<file path="config.mk">
export PLATFORM = sky130hd
export DESIGN_NAME = imem_loader
export DESIGN_NICKNAME = d
export VERILOG_FILES = /design/src/rtl/imem_loader.sv
export SDC_FILE = /design/constraint.sdc
export NUM_CORES = 1
export LEC_CHECK = 0
export CORE_ASPECT_RATIO = 0.75
export CORE_MARGIN = 8
export CORE_UTILIZATION = 59
export CTS_CLUSTER_SIZE = 10
export DETAILED_ROUTE_END_ITERATION = 8
export PLACE_DENSITY = 0.86
export RECOVER_POWER = 50
export SETUP_SLACK_MARGIN = 0.4
export SKIP_CTS_REPAIR_TIMING = 1
export SYNTH_ARGS = -nofsm -noshare
export SYNTH_HDL_FRONTEND = slang
export SYNTH_SLANG_ARGS = --single-unit
</file>
<file path="constraint.sdc">
create_clock -name clk -period 4.3 [get_ports clk]
set_input_delay 0.86 -clock clk [delete_from_list [all_inputs] [get_ports clk]]
set_output_delay 0.86 -clock clk [all_outputs]
set_load 0.01 [all_outputs]
</file>
<file path="src/rtl/imem_loader.sv">
// Byte-stream instruction-memory loader: length word, N little-endian data words, optional trailer.
// Optional checksum trailer check is enabled by defining IMEM_LOADER_CHECKSUM_EN.
module imem_loader #(
    parameter int DEPTH_WORDS = 2048,
    parameter int AW          = 11
) (
    input  logic          clk,
    input  logic          rst,
    input  logic          start,
    input  logic          rx_valid,
    input  logic [7:0]    rx_data,
    output logic          rx_ready,
    output logic          we,
    output logic [AW-1:0] waddr,
    output logic [31:0]   wdata,
    output logic          busy,
    output logic          cpu_hold,
    output logic          done,
    output logic          err
);

    typedef enum logic [2:0] {
        S_IDLE  = 3'd0,
        S_LEN   = 3'd1,
        S_DATA  = 3'd2,
        S_WRITE = 3'd3,
        S_DONE  = 3'd4,
        S_ERR   = 3'd5
`ifdef IMEM_LOADER_CHECKSUM_EN
        , S_CHK = 3'd6
`endif
    } state_t;

    state_t        state_q, state_d;
    logic [1:0]    byte_cnt_q, byte_cnt_d;
    logic [23:0]   shift_q, shift_d;
    logic [AW:0]   len_q, len_d;
    logic [AW:0]   word_cnt_q, word_cnt_d;
    logic [AW-1:0] waddr_q, waddr_d;
    logic [31:0]   wdata_q, wdata_d;
`ifdef IMEM_LOADER_CHECKSUM_EN
    logic [31:0]   sum_q, sum_d;
`endif

    logic        byte_in;
    logic        last_byte;
    logic [31:0] full_word;

    // Incoming byte lands on top; after four bytes the first one sits in bits 7:0.
    assign byte_in   = rx_valid && rx_ready;
    assign last_byte = byte_in && (byte_cnt_q == 2'd3);
    assign full_word = {rx_data, shift_q};

    always_ff @(posedge clk) begin
        if (rst) begin
            state_q    <= S_IDLE;
            byte_cnt_q <= '0;
            shift_q    <= '0;
            len_q      <= '0;
            word_cnt_q <= '0;
            waddr_q    <= '0;
            wdata_q    <= '0;
`ifdef IMEM_LOADER_CHECKSUM_EN
            sum_q      <= '0;
`endif
        end else begin
            state_q    <= state_d;
            byte_cnt_q <= byte_cnt_d;
            shift_q    <= shift_d;
            len_q      <= len_d;
            word_cnt_q <= word_cnt_d;
            waddr_q    <= waddr_d;
            wdata_q    <= wdata_d;
`ifdef IMEM_LOADER_CHECKSUM_EN
            sum_q      <= sum_d;
`endif
        end
    end

    always_comb begin
        state_d    = state_q;
        byte_cnt_d = byte_cnt_q;
        shift_d    = shift_q;
        len_d      = len_q;
        word_cnt_d = word_cnt_q;
        waddr_d    = waddr_q;
        wdata_d    = wdata_q;
`ifdef IMEM_LOADER_CHECKSUM_EN
        sum_d      = sum_q;
`endif
        if (byte_in) begin
            shift_d    = full_word[31:8];
            byte_cnt_d = byte_cnt_q + 2'd1;
        end
        case (state_q)
            S_IDLE, S_DONE, S_ERR: begin
                if (start) begin
                    state_d    = S_LEN;
                    byte_cnt_d = '0;
                    word_cnt_d = '0;
`ifdef IMEM_LOADER_CHECKSUM_EN
                    sum_d      = '0;
`endif
                end
            end
            S_LEN: begin
                if (last_byte) begin
                    if (full_word > 32'(DEPTH_WORDS)) begin
                        state_d = S_ERR;
                    end else if (full_word == 32'd0) begin
                        state_d = S_DONE;
                    end else begin
                        state_d = S_DATA;
                        len_d   = full_word[AW:0];
                    end
                end
            end
            S_DATA: begin
                // Address/data only change on entry to WRITE so they stay stable elsewhere.
                if (last_byte) begin
                    state_d = S_WRITE;
                    waddr_d = word_cnt_q[AW-1:0];
                    wdata_d = full_word;
                end
            end
            S_WRITE: begin
                word_cnt_d = word_cnt_q + 1'b1;
`ifdef IMEM_LOADER_CHECKSUM_EN
                sum_d      = sum_q + wdata_q;
`endif
                if ((word_cnt_q + 1'b1) < len_q) begin
                    state_d = S_DATA;
                end else begin
`ifdef IMEM_LOADER_CHECKSUM_EN
                    state_d = S_CHK;
`else
                    state_d = S_DONE;
`endif
                end
            end
`ifdef IMEM_LOADER_CHECKSUM_EN
            S_CHK: begin
                if (last_byte) begin
                    state_d = (full_word == sum_q) ? S_DONE : S_ERR;
                end
            end
`endif
            default: state_d = S_IDLE;
        endcase
    end

    always_comb begin
        rx_ready = 1'b0;
        busy     = 1'b0;
        case (state_q)
            S_LEN, S_DATA: begin
                rx_ready = 1'b1;
                busy     = 1'b1;
            end
            S_WRITE: busy = 1'b1;
`ifdef IMEM_LOADER_CHECKSUM_EN
            S_CHK: begin
                rx_ready = 1'b1;
                busy     = 1'b1;
            end
`endif
            default: begin
                rx_ready = 1'b0;
                busy     = 1'b0;
            end
        endcase
        we       = (state_q == S_WRITE);
        done     = (state_q == S_DONE);
        err      = (state_q == S_ERR);
        cpu_hold = busy;
        waddr    = waddr_q;
        wdata    = wdata_q;
    end

endmodule
</file>
# Word-level counts from Yosys, hierarchy flattened
# Cells that the tools add are included.
dict set report classes {
  n_addsub 2
  order_cmp 2
  n_eq_ne 9
  muxes 14
  bitwise_logic 2
  n_reduce_logical 12
}
# op n
set ops {}
lappend ops {{$gt A32 B12 Y1 const B} 1}
lappend ops {{$logic_not A32 Y1} 1}
lappend ops {{$pmux W12 S2} 1}
lappend ops {{$mux W3} 6}
lappend ops {{$add A12 B1 Y12 const B} 1}
lappend ops {{$lt A12 B12 Y1} 1}
lappend ops {{$mux W12} 1}
lappend ops {{$pmux W3 S4} 1}
lappend ops {{$eq A3 B2 Y1 const B} 2}
lappend ops {{$eq A3 B3 Y1 const B} 2}
lappend ops {{$mux W2} 3}
lappend ops {{$ne A2 B2 Y1 const B} 3}
lappend ops {{$reduce_or A3 Y1} 2}
lappend ops {{$reduce_and A2 Y1} 2}
lappend ops {{$reduce_and A4 Y1} 1}
lappend ops {{$eq A3 B1 Y1 const B} 1}
lappend ops {{$logic_not A3 Y1} 1}
lappend ops {{$reduce_and A3 Y1} 1}
lappend ops {{$add A2 B1 Y2 const B} 1}
lappend ops {{$eq A2 B2 Y1 const B} 1}
lappend ops {{$logic_and A1 B1 Y1} 2}
lappend ops {{$mux W1} 2}
lappend ops {{$not A1 Y1} 2}
lappend ops {{$reduce_bool A2 Y1} 1}
lappend ops {{$reduce_or A2 Y1} 1}
dict set report totals {
  ff_bits 96
  in_bits 12
  output_inout_bits 49
  elab_cells 48
}

# Longest topological paths before layout
# Gate-level depths: netlist (run 1).
dict set report logic_depth {
  word_depth 7
  mapped_depth 13
  ltp_nobuf 11
}

# Worst setup path before layout (run 1)
# OpenSTA, ideal clock, no wires.
dict set report synth_timing {
  path_type {reg-to-reg}
  startpoint {register word_cnt_q[0]}
  endpoint {register state_q[2]}
  setup_ns 0.116
  arrival_time_ns 2.299
  required_ns 4.184
  path_slack_ns 1.885
  path_stages_with_launch 14
  path_buffers 2
  synth_period_minus_slack_ns 2.415
  cell_sequence {dfxtp_1 ha_1 and3_1 buf_6 and2_4 buf_6 nand3_4 xnor2_1 ha_1 a21oi_1 o21ai_0 nor4b_1 o31ai_1 a31o_2}
}
dict set report synth_via {
  elab_chain_cells 4
}
# element line
set synth_lines {}
lappend synth_lines {{start: declaration} 38} ;# logic [AW:0] word_cnt_q, word_cnt_d;
lappend synth_lines {{start signal: assignment} 71} ;# word_cnt_q <= word_cnt_d;
lappend synth_lines {{$add A12 B1 Y12} 131} ;# if ((word_cnt_q + 1'b1) < len_q) begin
lappend synth_lines {{$lt A12 B12 Y1} 131}
lappend synth_lines {{$mux W3} 131}
lappend synth_lines {{$pmux W3 S4} 95} ;# case (state_q)
lappend synth_lines {{end signal: assignment} 67} ;# state_q <= state_d;
lappend synth_lines {{end: declaration} 34} ;# state_t state_q, state_d;
# Every way passes these cells.
# A chain may end at the register's enable or synchronous reset.

# Final worst setup path (run 1)
dict set report layout_timing {
  startpoint {input port rx_valid}
  endpoint {register len_q[1]}
}
dict set report layout_via {
  elab_chain_cells 3
}
# element line
set layout_lines {}
lappend layout_lines {{start: declaration} 10} ;# input logic rx_valid,
lappend layout_lines {{$logic_and A1 B1 Y1} 50} ;# assign byte_in = rx_valid && rx_ready;
lappend layout_lines {{$logic_and A1 B1 Y1} 51} ;# assign last_byte = byte_in && (byte_cnt_q == 2'd3);
lappend layout_lines {{$reduce_and A4 Y1 (no line)} --}
lappend layout_lines {{end signal: assignment} 70} ;# len_q <= len_d;
lappend layout_lines {{end: declaration} 37} ;# logic [AW:0] len_q, len_d;
# Every way passes these cells.

==> results of run 1 <==
kinds of logic (layout without fill, tap and decap cells):
logic type	count (synthesis)	count (layout)	synth area share (%)
buffers and inverters	57	94	7.13
adders and majority gates	13	13	3.69
muxes	2	2	0.454
DFF	96	96	43.6
xor gates and xnor gates	12	12	2.38
and+or+nand+nor	233	233	25.2
AOI/OAI and AO/OA	131	131	17.5
area by class of cell:
| class | instances | area, sq um |
|---|---|---|
| multi-input cells | 391 | 2170 |
| repair buffers | 64 | 622 |
| fillers | 608 | 2210 |
| clock inverters | 6 | 56.3 |
| clock buffers | 10 | 138 |
| well taps | 101 | 126 |
| flip-flops and latches | 96 | 1920 |
| inverters | 14 | 52.6 |
report_power, final:
group / switching [W] / internal [W] / leakage (nW)
Clock: 0.000345 / 0.000240 / 0.0973
Sequential: 0.0000293 / 0.000906 / 0.774
Combinational: 0.000131 / 0.0000766 / 0.982
sequential cells by signal, indices dropped and copies added (netlist names):
name / flops
len_q: 12
shift_q: 24
waddr: 11
state_q: 3
byte_cnt_q: 2
word_cnt_q: 12
wdata: 32
routing by layer:
| metal | vias up | GRT usage [%] | part of all wire (%) |
|---|---|---|---|
| met5 | - | 0 | 0 |
| met4 | 0 | 7.00 | 1.4 |
| met3 | 16 | 5.61 | 7.7 |
| met2 | 163 | 32.1 | 46 |
| met1 | 1900 | 27.8 | 45 |
| li1 | 1921 | - | - |
through the flow:
stage	utilization (%)	instance area, sq um
after floorplan	-	4410
after global routing	69.7	5080
after CTS	69.8	5090
after detailed placement	67.1	4900
after global placement	67.1	4900
final	69.7	5080
critical path: stages:
cell and delay, ns:
dlygate4sd3_1 0.62, nor3b_1 0.21, clkbuf_1 0.95, nand3_2 0.49, o31ai_2 0.38, a21oi_1 0.11
worst max path at each step:
stage                 end  slack, ns          start
2_1_floorplan  state_q[2]       1.89  word_cnt_q[0]
3_3_place_gp    len_q[11]       1.46     rx_data[4]
3_5_place_dp    len_q[11]       1.40     rx_data[4]
4_1_cts                we       1.10     state_q[0]
5_1_grt          len_q[6]       0.68       rx_valid
6_report         len_q[1]       0.90       rx_valid
cell usage after synthesis (8+ instances only):
cell type  instances  share of area [%]
dfxtp_1           96                 44
nand4_1           17                2.4
o31ai_2            8                2.3
ha_1              13                3.7
inv_1             13                1.1
o21ai_0           11                1.2
buf_2             11                1.2
nand2_1          148                 13
clkbuf_1          18                1.5
a21oi_1           93                 11
nor2_1            18                1.5
buf_6              9                2.3
==> results.md, run 1 <==
* Initial Utilization at 60.4%
* Hold WS at between 0.4 and 0.5 ns
* Worst Setup End Kind: register
* Arrival @ worst endpoint at 3.64 ns
* Slew HR at roughly 16%
* Mean routed wirelength per cell at 16.2 um
* Worst Hold Endpoint: waddr[8]
* Final worst slack at roughly 0.9 ns
* Antenna cells at 0
* Hold Path Origin: waddr[8]
* Global-route wire length before repair at between 15 and 20 mm
* Tot Pwr at between 0.0015 and 0.002 W
* Fin nets at between 600 and 700
* Final Non-Filler Cells at between 600 and 700
* Number of synthesized flops with an enable pin at 0
* Post-synthesis cell area at about 4400 sq um
* Tmin final at between 3 and 4 ns
* Core area at about 7300 sq um
* Placed Cells at 666
* Slew @ Worst Pin at between 1 and 1.5 ns
* Ports at 61
* Post-route ant nets at 0
* Reg-to-Reg End: len_q[1]
* Initial DRC count at roughly 330
* PD cells at roughly 340 nW/um^2
* Maximum vdd drop at 222 uV
* Setup TNS at 0 ns
* GRT Residual Overflow at 0
* Sequential share of the synthesized area at a little over two fifths
* Vias/cell at about 5.9
* Synth Warn # at 0
* Period utilization at ~79%
* Largest net degree at the start of global routing at 59
* Max-Cap Viols at 0
* Clock slew seen by the registers of the worst setup and hold paths at around 0.090 ns
* RSZ-0062 raised after global routing: false
* Worst skew pair latency at 0.37 ns
* Final Hold Viols at 0
* Synthesized Nets at about 570
* Die X at around 120 um
* Via count at 4000
* Vias in the first global route at 3820
* Hold WC Path Type: register to register
* Fmax at 294 MHz
* Static Leakage at 1.85 nW
* Clock Skew at 0.00961 ns
* CP Max Fanout at 28
* Total CTS buffers at 9
* Total GRT Usage at around a fifth
* Status: finished, final reports clean
* Clock tree sinks at 96
* Flop2flop setup slack at around 1.1 ns
* Req. time, crit path at between 4 and 5 ns
* Die Ht at ~90 um
* Synth Register Bits at 96
* CTS tree: built
* Critical Path Source Type: primary input
* Port bufs at 60
* TritonRoute pass-1 iters at 5
* Full die area at about 11000 sq um
* Hold Path Cell Cnt at 2
* Root buffer cell: clkbuf_8
* Ys async rst share at 0%
* Num rows at 27
* Commonest non-fill, non-tap cells in the layout: nand2_1, dfxtp_1, a21oi_1
* Layout cells sized above 1 at around 7.1%
* Crit Path Class: primary input to register
* Routability congestion estimate at 0.852
* Initial antenna violation count at 0
* Ys flop type: dfxtp_1
* HPWL after DPL at roughly 7.7 mm
* Residual DRC at 0
* Unique masters post-synth at 48
* Most common cell after layout, fill and taps aside: nand2_1
* Area Growth Syn to Fin at 15.3%
* Clock Path Buffers at 2
* Setup violators final at 0
* H-tree depth at 3
* Post-synthesis area per instance at about 8 sq um
* Routed WL at between 10 and 15 mm
* Pins over their slew limit at 0
* Worst R2R Path Depth at 6
* Dpl ws at 1.40 ns
* Cells after Synth at 544
* RR Startpoint: state_q[1]
Power figures use the tool's default switching activity.
==> run 2: changes to the inputs <==
- CORE_UTILIZATION: 59 -> 49
- PLACE_DENSITY: 0.86 -> 0.76
- clock period: 4.3 -> 2.9 ns (I/O delays scaled with it)
==> run 2 against run 1 <==
Worst hold slack worse by 0.0033 ns. Register-to-register slack worse by 0.70 ns. Wire length up 0.82%. Non-clock buffer count is 9 higher. Power grew 63%. Largest power group unchanged. Count of clock-buffer cells in the layout is 1 higher. Die area grew 17%. Clock power rose by 88%. Combinational power grew 56%. Flip-flop and latch count unchanged.
==> results.md, run 2 (same netlist as run 1, synthesis figures left out) <==
* Status: finished, final reports clean
* Initial antenna violation count at 0
* Multi-input gate area at 2230 sq um
* Antenna cells at 0
* Arrival @ worst endpoint at ~2.7 ns
* RSZ-0062 raised after global routing: true
* Total CTS buffers at 9
* Layout cells sized above 1 at a little under an eighth
* Dpl ws at 0.198 ns
* Residual DRC at 0
* Critical Path Source Type: register
* Fin nets at 610
* GRT Residual Overflow at 0
* Commonest non-fill, non-tap cells in the layout: nand2_1, a21oi_1, dfxtp_1
* Hold WS at between 0.4 and 0.5 ns
* Max-Cap Viols at 0
* TritonRoute pass-1 iters at 5
* Worst Setup End Kind: register
* Full die area at 12300 sq um
* Ports at 61
* Largest register FFs at 32
* Clock slew seen by the registers of the worst setup and hold paths at ~0.060 ns
* Port bufs at 60
* Period utilization at a little under nine tenths
* Root buffer cell: clkbuf_16
* Total GRT Usage at ~18%
* Routed met3 length at 811 um
* CTS tree: built
* Wire length on met1 at slightly above 5 mm
* Initial Utilization at 49.5%
* Global-route wire length before repair at approximately 19 mm
* Initial DRC count at 329
* Vias/cell at around 5.7
* Clock tree sinks at 96
* Routability congestion estimate at ~0.85
* Final core occ at roughly three fifths
* H-tree depth at 3
* Static Leakage at between 1.5 and 2 nW
* Clock Skew at about 0.0055 ns
* Die Ht at slightly below 100 um
* Fill cell count at around 750
* Via count at 3999
* Final worst slack at around 0.43 ns
* Highest routed metal layer: met4
* Post-route ant nets at 0
* Slew HR at between 40% and 50%
* Largest net degree at the start of global routing at just under 70
* DP Area at 4980 sq um
* Crit Path Class: register to register
* Num rows at 30
* Area Growth Syn to Fin at 21.3%
* Mean routed wirelength per cell at 15.9 um
* Fmax at 404 MHz
* Register area at 1940 sq um
* Vias in the first global route at 3765
* Routed WL at roughly 11 mm
* Metal2 WL at 4.94 mm
* Setup violators final at 0
* Tmin final at 2.47 ns
* CP Max Fanout at 5
* Final Hold Viols at 0
* Maximum vdd drop at roughly 420 uV
* Worst skew pair latency at roughly 0.34 ns
* Hold WC Path Type: register to register
* Most common cell after layout, fill and taps aside: nand2_1
* Clock Path Buffers at 2
* Core area at approximately 8900 sq um
* Die X at ~130 um
* Req. time, crit path at between 3 and 4 ns
* Final Cell Area at approximately 5300 sq um
* Pins over their slew limit at 0
* Slew @ Worst Pin at between 0.8 and 0.9 ns
* PD cells at roughly 530 nW/um^2
* Setup TNS at 0 ns
* HPWL after DPL at slightly below 8 mm
## run 2: changes by cell type in the layout (fill, tap and decap cells not counted), moves of 3 or more
cell,previous run,this run
buf_4,3,11
clkbuf_16,0,9
clkbuf_8,10,1
clkdlybuf4s50_1,15,29
clkinv_2,0,3
dfxtp_1,96,87
dfxtp_2,0,6
dfxtp_4,0,3
dlygate4sd3_1,44,30
## run 2: worst max-delay path: stages (launching register included)
cell and delay [ns]:
dfxtp_1 0.37, inv_1 0.17, nor4_2 0.34, xor2_1 0.26, ha_1 0.30, a21oi_2 0.13, o21ai_0 0.12, nor4b_2 0.34
o31ai_2 0.13, a31o_2 0.21
## run 2: final cells by class
type | instances | area share (%)
timing repair buffer | 73 | 13.1
clock buffer | 11 | 4.54
tap | 112 | 2.62
inverter | 14 | 0.983
sequential | 96 | 36.3
clock inverter | 5 | 0.585
multi-input combinational | 391 | 41.8
## run 2: routing by layer
metal  vias up  track usage [%]
met4         0             7.28
met5         -                0
li1       1938                -
met2       136             27.2
met1      1900             23.6
met3        25             5.82
## run 2: final timing paths
path,end,slack [ns],start,cells after the start
worst min-delay path,wdata[5],0.45,wdata[5],2
worst max register to register,state_q[2],0.43,word_cnt_q[4],9
worst min register to register,wdata[5],0.45,wdata[5],2
worst max-delay path,state_q[2],0.43,word_cnt_q[4],9
## run 2: through the flow
step / power, W / instances
2_1_floorplan: 0.00163 / 544
3_3_place_gp: 0.00173 / 684
3_5_place_dp: 0.00174 / 684
4_1_cts: 0.00283 / 700
5_1_grt: 0.00291 / 702
6_report: 0.00281 / 702
## run 2: power breakdown
part           internal, W  switching (W)
clock network     0.000603       0.000496
registers          0.00134      0.0000468
logic             0.000124       0.000200
==> run 3: changes to the inputs <==
- PLACE_DENSITY: 0.76 -> 0.74
- TNS_END_PERCENT: unset -> 100
==> run 3 against run 2 <==
Critical endpoint unchanged. Register-to-register slack worse by 0.06 ns. Critical path depth unchanged. Combinational power barely moved. Power grew 1.1%. Final cell count increased by 0.28%. First-iteration DRC count increased by 2.1%.
==> results.md, run 3 (same netlist as run 1, synthesis figures left out) <==
* Status: finished, final reports clean
* GRT Residual Overflow at 0
* Placed Cells at a little under 700
* Most common cell after layout, fill and taps aside: nand2_1
* Full die area at roughly 12000 sq um
* Static Leakage at approximately 1.9 nW
* Mean routed wirelength per cell at 15.6 um
* Commonest non-fill, non-tap cells in the layout: nand2_1, a21oi_1, dfxtp_1
* PD cells at roughly 530 nW/um^2
* HPWL after DPL at around 7.6 mm
* Setup violators final at 0
* Clock Skew at between 0.01 and 0.015 ns
* Global-route wire length before repair at approximately 18 mm
* Num rows at 30
* Final Non-Filler Cells at 704
* Total GRT Usage at between 10% and 20%
* Fill cell count at between 700 and 800
* RSZ-0062 raised after global routing: true
* Req. time, crit path at around 3.1 ns
* Layout cells sized above 1 at a little under an eighth
* Fin nets at 613
* Die Ht at just under 100 um
* Slew HR at 47.0%
* Initial DRC count at around 340
* Period utilization at between 80 and 90%
* Final Hold Viols at 0
* Residual DRC at 0
* Port bufs at 60
* Antenna cells at 0
* CTS tree: built
* Slew @ Worst Pin at approximately 0.79 ns
* Fmax at about 400 MHz
* Core area at 8900 sq um
* Worst skew pair latency at roughly 0.34 ns
* Vias in the first global route at 3688
* Setup TNS at 0 ns
* Arrival @ worst endpoint at approximately 2.8 ns
* H-tree depth at 3
* Die X at 126 um
* Via count at a little under 4000
* Largest net degree at the start of global routing at 56
* Max-Cap Viols at 0
* Worst Setup End Kind: register
* Crit Path Class: register to register
* Routed WL at approximately 11 mm
* Total CTS buffers at 9
* Clock Path Buffers at 2
* Hold WC Path Type: register to register
* Root buffer cell: clkbuf_16
* Pins over their slew limit at 0
* Ports at between 60 and 70
* Vias/cell at ~5.5
* Initial Utilization at approximately half
* Largest register FFs at 32
* Clock tree sinks at 96
* TritonRoute pass-1 iters at 6
* Post-route ant nets at 0
* Routability congestion estimate at approximately 0.84
* Maximum vdd drop at approximately 470 uV
* Tmin final at approximately 2.5 ns
* Final core occ at 60.2%
* Critical Path Source Type: register
* Area Growth Syn to Fin at 21.5%
* CP Max Fanout at 9
* Initial antenna violation count at 0
* Clock slew seen by the registers of the worst setup and hold paths at approximately 0.060 ns
==> run 3: worst max-delay path, stage by stage (launching register included) <==
cell     delay [ns]
dfxtp_2        0.44
nand2_1        0.14
nor4_4         0.30
xor2_1         0.23
ha_1           0.27
a21oi_1        0.17
o21ai_1        0.12
nor4b_2        0.35
o31ai_2        0.14
a31o_2         0.25
==> run 3: through the flow <==
step	power [W]	cell area, sq um	hold WS [ns]	worst slack (ns)
finish	0.00284	5360	0.450	0.368
global route	0.00296	5360	0.466	0.248
CTS	0.00286	5260	0.455	0.142
detailed placement	0.00173	4980	0.446	0.173
global placement	0.00173	4980	0.443	0.321
floorplan	0.00163	4410	0.439	0.485
==> run 3: per-layer routing <==
metal	wire length (um)	part of all wire [%]	vias to the layer above	track usage, %
met2	4810	44	136	25.6
met4	104	0.95	0	4.76
met3	852	7.8	12	6.91
met5	0	0	-	0
li1	-	-	1947	-
met1	5180	47	1800	23.9
==> run 3: area by class of cell <==
cell class / count / area (sq um) / area share [%]
sequential: 96 / 1940 / 36.1
multi-input combinational: 391 / 2230 / 41.7
inverter: 14 / 52.6 / 0.981
timing repair buffer: 76 / 709 / 13.2
clock inverter: 2 / 13.8 / 0.257
clock buffer: 13 / 270 / 5.05
tap: 112 / 140 / 2.62
==> run 3: report_power, final <==
| part | internal [W] | switching, W |
|---|---|---|
| Combinational | 0.000127 | 0.000194 |
| Sequential | 0.00134 | 0.0000450 |
| Clock | 0.000648 | 0.000486 |
| Total | 0.00212 | 0.000725 |
==> run 3: path summary, 6_finish.rpt <==
path / from / endpoint / slack [ns] / cells after the start
max: word_cnt_q[7] / state_q[2] / 0.37 / 9
min: waddr[0] / waddr[0] / 0.45 / 2
max reg2reg: word_cnt_q[7] / state_q[2] / 0.37 / 9
min reg2reg: waddr[0] / waddr[0] / 0.45 / 2
